[src/rtl/switch_port_arbiter.sv]
`default_nettype none
// +------------------------------------------------------------------+
// | switch_port_arbiter: four-requester round-robin output arbiter   |
// | Rev 1.0 - initial release                                        |
// +------------------------------------------------------------------+
module switch_port_arbiter #(
  parameter int         DW   = 4,
  parameter logic [2:0] PORT = 3'd0
) (
  input  logic          clk_i,
  input  logic          rst_i,
  input  logic          req_valid_0,
  input  logic          req_valid_1,
  input  logic          req_valid_2,
  input  logic          req_valid_3,
  input  logic [2:0]    req_adr_0,
  input  logic [2:0]    req_adr_1,
  input  logic [2:0]    req_adr_2,
  input  logic [2:0]    req_adr_3,
  input  logic [DW-1:0] req_dat_0,
  input  logic [DW-1:0] req_dat_1,
  input  logic [DW-1:0] req_dat_2,
  input  logic [DW-1:0] req_dat_3,
  output logic          req_ack_0,
  output logic          req_ack_1,
  output logic          req_ack_2,
  output logic          req_ack_3,
  output logic [DW-1:0] out_dat,
  output logic          out_valid,
  input  logic          out_ack,
  output logic [3:0]    grant,
  output logic          busy,
  output logic [7:0]    xfer_cnt
);

  typedef enum logic [0:0] {
    S_IDLE = 1'b0,
    S_SEND = 1'b1
  } state_t;

  state_t        state_q;
  logic [1:0]    ptr_q;
  logic          arm_q;
  logic [3:0]    ack_q;
  logic [3:0]    grant_q;
  logic [DW-1:0] dat_q;
  logic          valid_q;
  logic          busy_q;
  logic [7:0]    cnt_q;

  logic [3:0]    w_elig;
  logic [DW-1:0] w_dat [4];
  logic          w_any;
  logic [1:0]    w_win;
  logic [1:0]    w_cand;

  // Scan from lowest to highest priority so the last hit is the winner.
  always_comb begin
    w_elig[0] = req_valid_0 && (req_adr_0 == PORT);
    w_elig[1] = req_valid_1 && (req_adr_1 == PORT);
    w_elig[2] = req_valid_2 && (req_adr_2 == PORT);
    w_elig[3] = req_valid_3 && (req_adr_3 == PORT);
    w_dat[0]  = req_dat_0;
    w_dat[1]  = req_dat_1;
    w_dat[2]  = req_dat_2;
    w_dat[3]  = req_dat_3;
    w_any     = |w_elig;
    w_win     = ptr_q;
    w_cand    = '0;
    for (int i = 4; i >= 1; i--) begin
      w_cand = ptr_q + 2'(i);
      if (w_elig[w_cand]) w_win = w_cand;
    end
  end

  // arm_q forces one dead IDLE edge after reset release and after each completion.
  always_ff @(posedge clk_i or negedge rst_i) begin
    if (!rst_i) begin
      state_q <= S_IDLE;
      ptr_q   <= 2'd3;
      arm_q   <= 1'b0;
      ack_q   <= '0;
      grant_q <= '0;
      dat_q   <= '0;
      valid_q <= 1'b0;
      busy_q  <= 1'b0;
      cnt_q   <= '0;
    end else begin
      ack_q <= '0;
      case (state_q)
        S_IDLE: begin
          if (!arm_q) begin
            arm_q <= 1'b1;
          end else if (w_any) begin
            state_q <= S_SEND;
            ptr_q   <= w_win;
            dat_q   <= w_dat[w_win];
            ack_q   <= 4'b0001 << w_win;
            grant_q <= 4'b0001 << w_win;
            valid_q <= 1'b1;
            busy_q  <= 1'b1;
          end
        end
        S_SEND: begin
          if (out_ack) begin
            state_q <= S_IDLE;
            arm_q   <= 1'b0;
            grant_q <= '0;
            valid_q <= 1'b0;
            busy_q  <= 1'b0;
            cnt_q   <= cnt_q + 8'd1;
          end
        end
        default: state_q <= S_IDLE;
      endcase
    end
  end

  assign req_ack_0 = ack_q[0];
  assign req_ack_1 = ack_q[1];
  assign req_ack_2 = ack_q[2];
  assign req_ack_3 = ack_q[3];
  assign out_dat   = dat_q;
  assign out_valid = valid_q;
  assign grant     = grant_q;
  assign busy      = busy_q;
  assign xfer_cnt  = cnt_q;

endmodule
`default_nettype wire
[config.mk]
export PLATFORM = sky130hd
export DESIGN_NAME = switch_port_arbiter
export DESIGN_NICKNAME = d
export VERILOG_FILES = /design/src/rtl/switch_port_arbiter.sv
export SDC_FILE = /design/constraint.sdc
export NUM_CORES = 1
export LEC_CHECK = 0
export ABC_AREA = 1
export BUFFER_PORTS_ARGS = -buffer_cell sky130_fd_sc_hd__buf_2
export CORE_UTILIZATION = 51
export DETAILED_ROUTE_END_ITERATION = 7
export PLACE_DENSITY_LB_ADDON = 0.15
export RECOVER_POWER = 50
export SLEW_MARGIN = 15
export SYNTH_ARGS = -nofsm -noshare
export SYNTH_HDL_FRONTEND = slang
export SYNTH_SLANG_ARGS = --single-unit
[constraint.sdc]
create_clock -name clk_i -period 5.14 [get_ports clk_i]
set_input_delay 0.771 -clock clk_i [delete_from_list [all_inputs] [get_ports clk_i]]
set_output_delay 0.771 -clock clk_i [all_outputs]
set_load 0.05 [all_outputs]
==> results.cfg <==
[layout]
final_nets = 291
seq_area_um2 = 628
num_antenna_cells = 0
n_fill_cell = 250
multiInputGateArea_um2 = 711
area_growth_pct = 22.5
drive_gt1_share_pct = 28.3
post-route-cell-area_um2 = 1760

[detailed_routing]
vias = 1390
via_per_inst = 4.89
drt_iter0_markers = 24
drc_errors = 0
drt_wl_total_um = 3060
antenna_left = 0
wl_per_cell_um = 10.8
drt-pass1-iter-count = 4

[placed_design]
port_buffers = 56
place_congestion = 0.765
dp_slack_ns = 2.83
place_hpwl_um = 2420
placed_area_um2 = 1730

[synthesis]
yosysSeqAreaShare_pct = 43.8
avgSynthCellArea_um2 = 7.31
syn_area_um2 = 1430
synth-edff-count = 0
synth_ff_type = dfrtp_1
syn_inst = 196
yosysMostFrequentCell = nand2_1
synth-seq-cells = 25
synthArstFlopShare_pct = 100
synth_top_area_share_pct = 40.2
synth_cell_type_count = 24
yosysTopAreaCell = dfrtp_1
yosys-top-cells-count = 75 x nand2_1, 23 x dfrtp_1, 22 x nand3_1, 19 x nor2_1, 15 x inv_1
yosys-top-cells-area = dfrtp_1 40%, nand2_1 20%, nand3_1 7.7%, nor2_1 5.0%, inv_1 3.9%
synth_nets = 232
yosysWarnings = 0

[sta]
min_period_over_period_pct = 39.1
skew_ns = 0.0106
fin_tns_setup_ns = 0
report.final.slew_viol_count = 0
fin_crit_ns = 2.01
worst_slew_pin_slew_ns = 1.29
timing_hold_violations_final = 0
max_slew_margin_pct = 14.1
setup_ws_ns = 3.13
rsz0062_at_grt = no
max_freq_ghz = 0.498
finalSetupViolCount = 0
hold_ws_ns = 0.478

[setup_path]
crit_required_ns = 5.39
crit_arrival_ns = 2.25
startpoint_type = register
timing_worst_setup_path_type = register to register
crit_path_end_kind = register
crit_fanout = 10
r2r_setup_slack_ns = 3.13

[die]
fp.dieH_um = 55
core_area_um2 = 2570
rows = 18
num_io_pins = 57
initial_core_util_pct = 55.8
die-area_um2 = 3030
dieWidth_um = 55

[flow_run]
max_cap_viol_count = 0

[grt]
grt_pass1_wl_um = 4770
grt_max_degree = 26
antenna_found_initial = 0
grt_util_all_layers_pct = 22.0
grt_pass1_vias = 1202
grt_remaining_overflow = 0

[clock_network]
cts-root-buf = clkbuf_4
cts_resized = 0
hold_buffers = 0
cts_tree = yes
post_cts_buffers = 0
clkTransAtPathRegs_ns = 0.13
cts_max_path_buffers = 2
clock-sinks = 25
clk_latency_ns = 0.32
h-tree-depth = 1
cts_inserted_buffers = 3

[pwr]
peakVddDrop_mv = 0.497
power.total_w = 0.00100
leakagePower_nw = 1.06
pwr_density_cell_nw_per_um2 = 571

[outcome]
status = finished, final reports clean

[worst_hold_path]
hp-class = register to register
[final timing paths]
check,from,cells past startpoint,to
max in group asynchronous,rst_i,1,ack_q[3]$_DFF_PN0_
worst min register to register,xfer_cnt[7]$_DFFE_PN0P_,1,xfer_cnt[7]$_DFFE_PN0P_
min in group asynchronous,rst_i,1,state_q$_DFF_PN0_
worst min-delay path,xfer_cnt[7]$_DFFE_PN0P_,1,xfer_cnt[7]$_DFFE_PN0P_
worst max register to register,ptr_q[0]$_DFFE_PN1P_,10,grant[2]$_DFFE_PN0P_
worst max-delay path,ptr_q[0]$_DFFE_PN1P_,10,grant[2]$_DFFE_PN0P_
[cells by family after synthesis]
| family | Yosys count | share of synthesized area, % |
|---|---|---|
| compound gates | 12 | 4.19 |
| fa+ha+maj | 1 | 0.873 |
| simple gates | 130 | 40.9 |
| xor+xnor | 6 | 3.67 |
| flops | 25 | 43.8 |
| buf+inv | 22 | 6.55 |
[flip-flops by register name, summed over array words and instances (netlist names)]
register and count:
ack_q 4, arm_q 1, busy 1, grant 4, out_dat 4, ptr_q 2
state_q 1, xfer_cnt 8
[where the power goes]
| part | internal (W) | leakage (nW) | switching, W |
|---|---|---|---|
| registers | 0.000264 | 0.318 | 0.0000551 |
| clock network | 0.0000303 | 0.0150 | 0.0000556 |
| logic | 0.000160 | 0.723 | 0.000438 |
[layer usage]
layer	up-vias	wire [µm]	GRT usage, %
li1	733	-	-
met1	608	1410	28.2
met2	43	1450	37.3
met3	6	154	4.37
met4	0	46	6.67
met5	-	0	0
[metrics by stage]
step	util [%]	instances
2_1_floorplan	-	196
3_3_place_gp	67.4	280
3_5_place_dp	67.4	280
4_1_cts	68.5	284
5_1_grt	68.4	284
6_report	68.4	284
[critical path, stage by stage, from the launching register on]
cell and delay, ns:
dfstp_2 0.69, inv_2 0.13, nand3_1 0.10, nand2_1 0.08, o21ai_0 0.20, nand2_1 0.07
nand3_1 0.08, nand3_1 0.07, nand2_1 0.22, nand2_1 0.12, o21ai_0 0.17
[cell usage in the layout (no fill, tap or decap)]
master    instances
and2_4            1
buf_2            54
clkbuf_1          3
clkbuf_4          3
clkinv_1          1
dfrtp_1          23
dfstp_2           2
ha_1              1
inv_1            15
inv_2             4
nand2_1          75
nand2_2           3
nand2_4           1
nand2_8           1
nand3_1          22
nand3_4           1
nand4_1           3
nor2_1           19
nor2_2            1
nor2_4            1
nor3_1            2
o21ai_0          10
o21ai_1           2
xnor2_1           3
xor2_1            3
[cell type report]
class / instances / area share, %
clock buffer: 4 / 1.50
inverter: 20 / 4.28
multi-input combinational: 149 / 40.5
sequential: 25 / 35.8
tap: 30 / 2.14
timing repair buffer: 56 / 15.8
Power figures use the tool's default switching activity.
